[config.mk]
export PLATFORM = sky130hd
export DESIGN_NAME = toggle_cover_tracker
export DESIGN_NICKNAME = d
export VERILOG_FILES = /design/src/rtl/toggle_cov_pkg.sv /design/src/rtl/toggle_bit_cell.sv /design/src/rtl/toggle_cover_tracker.sv
export SDC_FILE = /design/constraint.sdc
export NUM_CORES = 1
export LEC_CHECK = 0
export CAP_MARGIN = 20
export CORE_AREA = 10 10 109 111
export DETAILED_ROUTE_END_ITERATION = 8
export DIE_AREA = 0 0 119 121
export DONT_BUFFER_PORTS = 1
export PLACE_DENSITY = 0.7
export SYNTH_ARGS = -nofsm -noshare
export SYNTH_HDL_FRONTEND = slang
export SYNTH_SLANG_ARGS = --single-unit
[constraint.sdc]
create_clock -name clock -period 6.3 [get_ports clock]
set_clock_uncertainty 0.05 [all_clocks]
set_input_delay 0.945 -clock clock [delete_from_list [all_inputs] [get_ports clock]]
set_output_delay 0.945 -clock clock [all_outputs]
set_load 0.005 [all_outputs]
[src/rtl/toggle_cov_pkg.sv]
// Shared types and helpers for the toggle coverage tracker.
package toggle_cov_pkg;

  // Controller states for the tracker.
  typedef enum logic [1:0] {
    IDLE   = 2'd0,
    PRIME  = 2'd1,
    ACTIVE = 2'd2,
    CLEAR  = 2'd3
  } state_e;

  // Widest vector the popcount helper accepts; callers zero-pad into it.
  localparam int POP_MAX = 256;

  // Width needed to hold a count from 0 up to and including width.
  function automatic int cnt_width(input int width);
    return $clog2(width + 1);
  endfunction

  // Number of set bits in a zero-padded vector.
  function automatic int popcount(input logic [POP_MAX-1:0] vec);
    int n;
    n = 0;
    for (int i = 0; i < POP_MAX; i++) begin
      n += int'(vec[i]);
    end
    return n;
  endfunction

endpackage

[src/rtl/toggle_bit_cell.sv]
// One bit of toggle history: last value, rise/fall seen, and whether the
// full toggle has already been counted.
module toggle_bit_cell #(
  parameter bit ONCE = 1'b1
) (
  input  logic clock,
  input  logic reset,
  input  logic sample,
  input  logic detect,
  input  logic clear,
  input  logic sig_bit,
  output logic pulse,
  output logic newly_done
);

  logic prev_q, prev_d;
  logic rose_q, rose_d;
  logic fell_q, fell_d;
  logic done_q, done_d;
  logic pulse_q;
  logic riseNow, fallNow, blocked, roseAcc, fellAcc, complete;

  // Work out this cycle's edges and the resulting rise/fall/done history.
  always_comb begin
    riseNow  = detect & ~prev_q & sig_bit;
    fallNow  = detect & prev_q & ~sig_bit;
    blocked  = ONCE & done_q;
    roseAcc  = rose_q | riseNow;
    fellAcc  = fell_q | fallNow;
    complete = detect & ~blocked & roseAcc & fellAcc;

    prev_d = (sample | detect) ? sig_bit : prev_q;
    rose_d = rose_q;
    fell_d = fell_q;
    done_d = done_q;
    if (clear) begin
      rose_d = 1'b0;
      fell_d = 1'b0;
      done_d = 1'b0;
    end else if (detect && !blocked) begin
      if (complete && !ONCE) begin
        rose_d = 1'b0;
        fell_d = 1'b0;
      end else begin
        rose_d = roseAcc;
        fell_d = fellAcc;
      end
      if (complete) begin
        done_d = 1'b1;
      end
    end

    newly_done = complete & ~done_q;
  end

  // Register the history and the one-cycle completion pulse.
  always_ff @(posedge clock) begin
    if (!reset) begin
      prev_q  <= 1'b0;
      rose_q  <= 1'b0;
      fell_q  <= 1'b0;
      done_q  <= 1'b0;
      pulse_q <= 1'b0;
    end else begin
      prev_q  <= prev_d;
      rose_q  <= rose_d;
      fell_q  <= fell_d;
      done_q  <= done_d;
      pulse_q <= complete;
    end
  end

  assign pulse = pulse_q;

endmodule

[src/rtl/toggle_cover_tracker.sv]
// Toggle detector in front of a coverage sink: per-bit full-toggle pulses,
// a running count of covered bits, and a clear/acknowledge handshake.
module toggle_cover_tracker
  import toggle_cov_pkg::*;
#(
  parameter  int WIDTH = 17,
  parameter  int ONCE  = 1,
  localparam int CNT_W = cnt_width(WIDTH)
) (
  input  logic             clock,
  input  logic             reset,
  input  logic [WIDTH-1:0] sig,
  input  logic             en,
  input  logic             clear_req,
  output logic             clear_ack,
  output logic [WIDTH-1:0] valid,
  output logic [CNT_W-1:0] covered_cnt,
  output logic             all_covered
);

  state_e             state_q, state_d;
  logic               armed_q;
  logic               ack_q;
  logic [CNT_W-1:0]   cnt_q, cnt_d;
  logic               clearGo;
  logic               sampleStb, detectStb, clearStb;
  logic [WIDTH-1:0]   newlyDone;
  logic [POP_MAX-1:0] padded;

  // Decode the current state into per-bit strobes and pick the next state;
  // an accepted clear beats both enable and detection.
  always_comb begin
    clearGo   = clear_req & armed_q;
    state_d   = state_q;
    sampleStb = 1'b0;
    detectStb = 1'b0;
    clearStb  = 1'b0;
    case (state_q)
      IDLE: begin
        if (clearGo)  state_d = CLEAR;
        else if (en)  state_d = PRIME;
      end
      PRIME: begin
        sampleStb = 1'b1;
        if (clearGo)  state_d = CLEAR;
        else if (!en) state_d = IDLE;
        else          state_d = ACTIVE;
      end
      ACTIVE: begin
        if (clearGo)  state_d = CLEAR;
        else if (!en) state_d = IDLE;
        else          detectStb = 1'b1;
      end
      CLEAR: begin
        clearStb = 1'b1;
        state_d  = en ? PRIME : IDLE;
      end
      default: state_d = IDLE;
    endcase
  end

  // Add up the bits that completed their first toggle this cycle.
  always_comb begin
    padded             = '0;
    padded[WIDTH-1:0]  = newlyDone;
    if (clearStb) cnt_d = '0;
    else          cnt_d = cnt_q + CNT_W'(popcount(padded));
  end

  // Controller registers: state, clear re-arm, acknowledge pulse, counter.
  always_ff @(posedge clock) begin
    if (!reset) begin
      state_q <= IDLE;
      armed_q <= 1'b1;
      ack_q   <= 1'b0;
      cnt_q   <= '0;
    end else begin
      state_q <= state_d;
      if (clearGo)         armed_q <= 1'b0;
      else if (!clear_req) armed_q <= 1'b1;
      ack_q   <= clearStb;
      cnt_q   <= cnt_d;
    end
  end

  for (genvar i = 0; i < WIDTH; i++) begin : g_bit
    toggle_bit_cell #(
      .ONCE(ONCE != 0)
    ) u_cell (
      .clock     (clock),
      .reset     (reset),
      .sample    (sampleStb),
      .detect    (detectStb),
      .clear     (clearStb),
      .sig_bit   (sig[i]),
      .pulse     (valid[i]),
      .newly_done(newlyDone[i])
    );
  end

  assign clear_ack   = ack_q;
  assign covered_cnt = cnt_q;
  assign all_covered = (cnt_q == CNT_W'(WIDTH));

endmodule

======== Yosys cells after proc, flatten, opt, wreduce, memory -nomap -nowiden ========
Cells that the tools add are included.
word-level totals
  output and inout bits ................... 24
  bits in read-only memories .............. 0
  logic and storage cells ................. 406
  bits of input ports ..................... 21
  memories ................................ 0
  register bits ........................... 94
  memory bits (writable) .................. 0
  latch bits .............................. 0
cells by class
  div/mod/pow operators ................... 0
  magnitude comparators ................... 0
  shift operators ......................... 0
  bitwise gates (word level) .............. 224
  add/sub/neg operators ................... 17
  mux-type cells .......................... 15
  multipliers ............................. 0
  reduce and logical (&&, ||, !) cells .... 54
  equal/unequal tests ..................... 7
operator list
  cell                  count
  $and A1 B1 Y1         137
  $add A5 B1 Y5         12
  $not A1 Y1            52
  $reduce_and A2 Y1     18
  $or A1 B1 Y1          35
  $logic_and A1 B1 Y1   17
  $logic_not A1 Y1      17
  $mux W2               6
  $mux W1               8
  $pmux W2 S4           1
  $ne A3 B3 Y1 const B  2
  $add A4 B1 Y5         1
  $add A5 B5 Y5         1
  $eq A5 B5 Y1 const B  1
  $add A3 B1 Y4         1
  $eq A2 B2 Y1 const B  2
  $add A2 B1 Y3         1
  $add A1 B1 Y2         1
  $eq A2 B1 Y1 const B  1
  $logic_not A2 Y1      1
  $ne A2 B1 Y1 const B  1
  $reduce_or A2 Y1      1

======== Depth between registers and ports, before layout ========
Gate-level depths: netlist of run 1.
  depth in word-level cells ............... 26
  mapped depth ............................ 22
  mapped depth without buffers ............ 19

======== Hierarchy ========
A second synthesis of run 1 with hierarchy kept.
unflattened totals
  cells, all modules ...................... 518
  area total of the unflattened synthesis .. 4,760.8 µm²
by module, submodules not included
  module                times used  sequential area each (µm²)  cells each  area each (µm²)
  toggle_bit_cell       17          100.1                       25          230.2
  toggle_cover_tracker  1           180.2                       93          847.1

======== Worst setup path before layout of run 1 ========
No wires, ideal clock.
  path kind ............................... input -> register
  start ................................... in clear_req
  end ..................................... reg cnt_q[4], in the netlist covered_cnt[4]
  library setup time ...................... 119 ps
  setup slack ............................. 336 ps
  data arrival time ....................... 5,795 ps
  required time ........................... 6,131 ps
  stages on the path ...................... 22
  path buffers ............................ 3
  cells stage by stage .................... and2_4 or3_1 buf_2 buf_2 buf_2 nor2_1 nand2_1 fa_1 inv_1 fa_1 fa_1 inv_1 fa_1 inv_1 fa_1 ha_1 inv_1 fa_1 nand2b_1 a21oi_1 xnor2_1 nor2_1
on the way
  cells in the longest elaborated chain, start to end .. 26
  elaborated cells on any way between the ends .. 190
  those cells by class .................... add/sub (17); mux (2); bitwise (171)
ends and longest elaborated chain
  element                      RTL line                    text
  from (decl)                  toggle_cover_tracker.sv:14  input logic clear_req,
  $and A1 B1 Y1 (*)            toggle_cover_tracker.sv:33  clearGo = clear_req & armed_q;
  $mux W1 (*)                  toggle_cover_tracker.sv:50  if (clearGo) state_d = CLEAR;
  $mux W1 (*)                  toggle_cover_tracker.sv:38  case (state_q)
  $and A1 B1 Y1 (2 in a row)   toggle_bit_cell.sv:25       riseNow = detect & ~prev_q & sig_bit;
  $or A1 B1 Y1                 toggle_bit_cell.sv:28       roseAcc = rose_q | riseNow;
  $and A1 B1 Y1 (2 in a row)   toggle_bit_cell.sv:30       complete = detect & ~blocked & roseAcc & fellAcc;
  $and A1 B1 Y1                toggle_bit_cell.sv:53       newly_done = complete & ~done_q;
  $add A1 B1 Y2                toggle_cov_pkg.sv:25        n += int'(vec[i]);
  $add A2 B1 Y3                toggle_cov_pkg.sv:25
  $add A3 B1 Y4                toggle_cov_pkg.sv:25
  $add A4 B1 Y5                toggle_cov_pkg.sv:25
  $add A5 B1 Y5 (11 in a row)  toggle_cov_pkg.sv:25
  $add A5 B1 Y5 (*)            toggle_cov_pkg.sv:25
  $add A5 B5 Y5 (*)            toggle_cover_tracker.sv:67  else cnt_d = cnt_q + CNT_W'(popcount(padded));
  to (signal assigned)         toggle_cover_tracker.sv:82  cnt_q <= cnt_d;
  to (decl)                    toggle_cover_tracker.sv:24  logic [CNT_W-1:0] cnt_q, cnt_d;
Every way passes the cells marked *; elsewhere a longest branch is shown, timed or not.
A chain may end at the register's enable or synchronous reset.

======== Worst setup path after layout of run 1 ========
Same ends and word-level chain as after synthesis.

==> results of run 1 <==
-- power breakdown --
part           internal, uW  switching (uW)
clock                   221             194
sequential              608            13.1
combinational          24.4            38.0
-- per-layer routing --
metal  routed length, um  GRT usage [%]  share of wire, %
met5                   0              0                 0
met2                4260          21.65                48
met1                3832          14.59                43
met3                 700          4.933               7.9
met4                  76          3.282              0.86
-- through the flow --
stage               cell area (um^2)  utilization (%)
CTS                             4482            46.50
global route                    4482            46.50
finish                          4482            46.50
global placement                4278            44.38
detailed placement              4278            44.38
floorplan                       4293                -
-- cell usage in the layout, fill, tap and decap left out, types with 3 or more instances in the layout --
| master | count |
|---|---|
| sky130_fd_sc_hd__nor4b_1 | 17 |
| sky130_fd_sc_hd__buf_4 | 6 |
| sky130_fd_sc_hd__nand2_1 | 44 |
| sky130_fd_sc_hd__nor3_1 | 22 |
| sky130_fd_sc_hd__nor3b_1 | 6 |
| sky130_fd_sc_hd__nand3b_1 | 7 |
| sky130_fd_sc_hd__a22o_1 | 6 |
| sky130_fd_sc_hd__o21ai_1 | 3 |
| sky130_fd_sc_hd__a21oi_1 | 4 |
| sky130_fd_sc_hd__xnor2_1 | 3 |
| sky130_fd_sc_hd__fa_1 | 12 |
| sky130_fd_sc_hd__nor4_1 | 11 |
| sky130_fd_sc_hd__inv_1 | 19 |
| sky130_fd_sc_hd__o21ai_0 | 32 |
| sky130_fd_sc_hd__clkbuf_8 | 9 |
| sky130_fd_sc_hd__ha_1 | 11 |
| sky130_fd_sc_hd__a31oi_1 | 11 |
| sky130_fd_sc_hd__nand3_1 | 17 |
| sky130_fd_sc_hd__dfxtp_1 | 94 |
| sky130_fd_sc_hd__nor3b_2 | 6 |
| sky130_fd_sc_hd__nor2b_1 | 17 |
| sky130_fd_sc_hd__nor2_1 | 13 |
| sky130_fd_sc_hd__o21a_1 | 46 |
-- cells in the mapped netlist, drive strengths merged, types with 12 or more instances --
library cell	instances	area, um^2
nand3	17	85.08
nor2b	17	106.4
o21a	46	345.3
nor3	24	130.1
nor3b	12	120.1
nor4b	17	148.9
dfxtp	94	1882
nor2	13	48.80
nand2	44	165.2
inv	19	71.32
buf	28	198.9
fa	12	240.2
o21ai	35	175.2
-- cell families after synthesis --
kind of cell               after synthesis  synth area share, %
AOI/OAI and AO/OA                      105                15.94
and+or+nand+nor                        171                23.14
xor gates and xnor gates                 5                1.020
buffers and inverters                   58                7.257
adders and majority gates               23                8.802
DFF                                     94                43.84
-- final cells by class --
cell class / count / area, um^2
clock buffers: 11 / 131.4
flip-flops and latches: 94 / 1882
fillers: 938 / 5157
clock inverters: 4 / 72.57
well taps: 133 / 166.4
inverters: 19 / 71.32
multi-input cells: 304 / 2113
repair buffers: 6 / 45.04
-- registers in the layout (all words and copies together), names as in the netlist --
| register | count |
|---|---|
| covered_cnt | 5 |
| g_bit.u_cell.pulse | 17 |
| g_bit.u_cell.prev_q | 17 |
| g_bit.u_cell.fell_q | 17 |
| armed_q | 1 |
| g_bit.u_cell.rose_q | 17 |
| g_bit.u_cell.blocked | 17 |
| state_q | 2 |
| clear_ack | 1 |
-- worst max path at each step --
stage	from	endpoint	slack, ns	cells after the start
floorplan	clear_req	covered_cnt[4]$_SDFF_PP0_	0.34	22
global placement	clear_req	covered_cnt[4]$_SDFF_PP0_	0.18	18
detailed placement	clear_req	covered_cnt[4]$_SDFF_PP0_	0.04	18
CTS	clear_req	covered_cnt[4]$_SDFF_PP0_	0.41	18
global route	clear_req	covered_cnt[4]$_SDFF_PP0_	0.09	17
finish	clear_req	covered_cnt[4]$_SDFF_PP0_	0.42	18
==> results.toml, run 1 <==
[routing]
routedWlPerCell_um = 15.53
num_vias = 3085
drc = 0
drt_pass1_iterations = 4
totalWireLength_um = 8869
drtAntennaViolNets = 0
first_iter_violations = 218
post_drt_via_cell_ratio = 5.403

[layout]
final_layout_size_suffix_gt1_share_pct = 6.849
antenna_cells_inserted = 0
fin_cells = 571
fin_nets = 478
p_r_area_growth_vs_syn_pct = 4.401

[global_route]
remaining_global_route_overflow = 0
antenna_found_initial = 0
via_count_of_the_first_global_routing_pass = 3060
grt_start_max_net_pins = 41
grt_first_pass_wirelength_um = 15040
track_usage_pct = 12.70

[critical_path]
worst_path_dominant_cell_family = "adder cells"
worstPathRequired_ns = 6.49
cp_slowest_stage_delay_ns = 0.64
highest_net_fanout_along_the_worst_path = 18
regToRegSetupSlack_ns = 0.62
start_kind = "primary input"
setup.worst_path.end_class = "register"
rr_worst_depth = 18
critical_path_class = "in -> reg"
crit_path_cell_trace = "and2_4, or3_1, buf_4, nor3_1, fa_1, fa_1, fa_1, inv_1, fa_1, inv_1, fa_1, ha_1, inv_1, fa_1, nand2b_1, a21oi_1, xnor2_1, nor2_1"
r2r-end = "covered_cnt[4]$_SDFF_PP0_"
cp_common_cell = "sky130_fd_sc_hd__fa_1"
worst_path_bufs_invs = 4
regToRegStartpoint = "state_q[1]$_SDFFE_PN0P_"
crit_slowest_cell = "sky130_fd_sc_hd__or3_1"
worst-endpoint-arrival_ns = 6.07

[cts]
clock_latency_ns = 0.35
cts_tree = "done"
htree_levels = 3
clock_sinks = 94
clk_root_buffer_cell = "sky130_fd_sc_hd__clkbuf_8"
clock_path_buffers = 2
worst_setup_hold_path_clk_slew_ns = 0.09
hold_buffers = 0
tritoncts.num_buffers = 9
cts-resized-gates = 0
cts.repair_timing.setup_buffer_count = 0

[pwr]
cellPowerDensity_nw_per_um2 = 245.2
ir_worst_vdd_mv = 0.1472
p_leak_uw = 0.001636
power.total_uw = 1099

[synthesis]
dominantRegCellSynth = "sky130_fd_sc_hd__dfxtp_1"
flops_latches_synth = 94
async_reset_ff_share_pct = 0
syn_area_um2 = 4293
syn_avg_cell_area_um2 = 9.414
yosys.cell_types.count = 38
synthesis.nets = 500
synth.yosys.warnings = 0
number_of_enable_flip_flop_cells_after_synthesis = 0
synth-seq-area-share_pct = 43.84
synthesis.instances = 456

[timing]
final.min_clock_period_ns = 5.875
finalSetupViolations = 0
rsz0062_at_grt = "false"
final-hold-violation-count = 0
worstMarginPinSlew_ns = 0.7821
final_clock_period_utilization_by_the_worst_path_pct = 93.26
slew-limit-headroom_pct = 47.86
final.setup.tns_ns = 0
fmax_mhz = 170.2
final-max-slew-violation-count = 0
hold_slack_ns = 0.4178
fin_ws_ns = 0.4249

[worst_hold_path]
hp-class = "reg -> reg"
timing.hold.worst.start = "g_bit[4].u_cell.rose_q$_SDFFE_PP0P_"
hold-path-cell-count = 1
worst_hold_path.endpoint = "g_bit[4].u_cell.rose_q$_SDFFE_PP0P_"

[floorplanning]
die_area_um2 = 14400
placeableCoreArea_um2 = 9639
chipWidth_um = 119
floorplan.rows = 36
vertical_extent_of_the_die_um = 121
top_level_ports = 45
floorplan.initialDensity_pct = 44.54

[placement]
dp_cells = 556
port-buffer-count = 0
post-place-ws_ns = 0.03619
detailedPlacementHpwl_um = 6531
gp_congestion = 0.8354

[run_status]
outcome = "completed"

[run]
max_cap_viol_count = 0
No activity file was read; power rests on OpenSTA's default activity.
==> run 2: changes to the inputs <==
- CAP_MARGIN: 20 -> 10
==> results of run 2 <==
The final DEF is identical to that of run 1; final timing and power are the same.
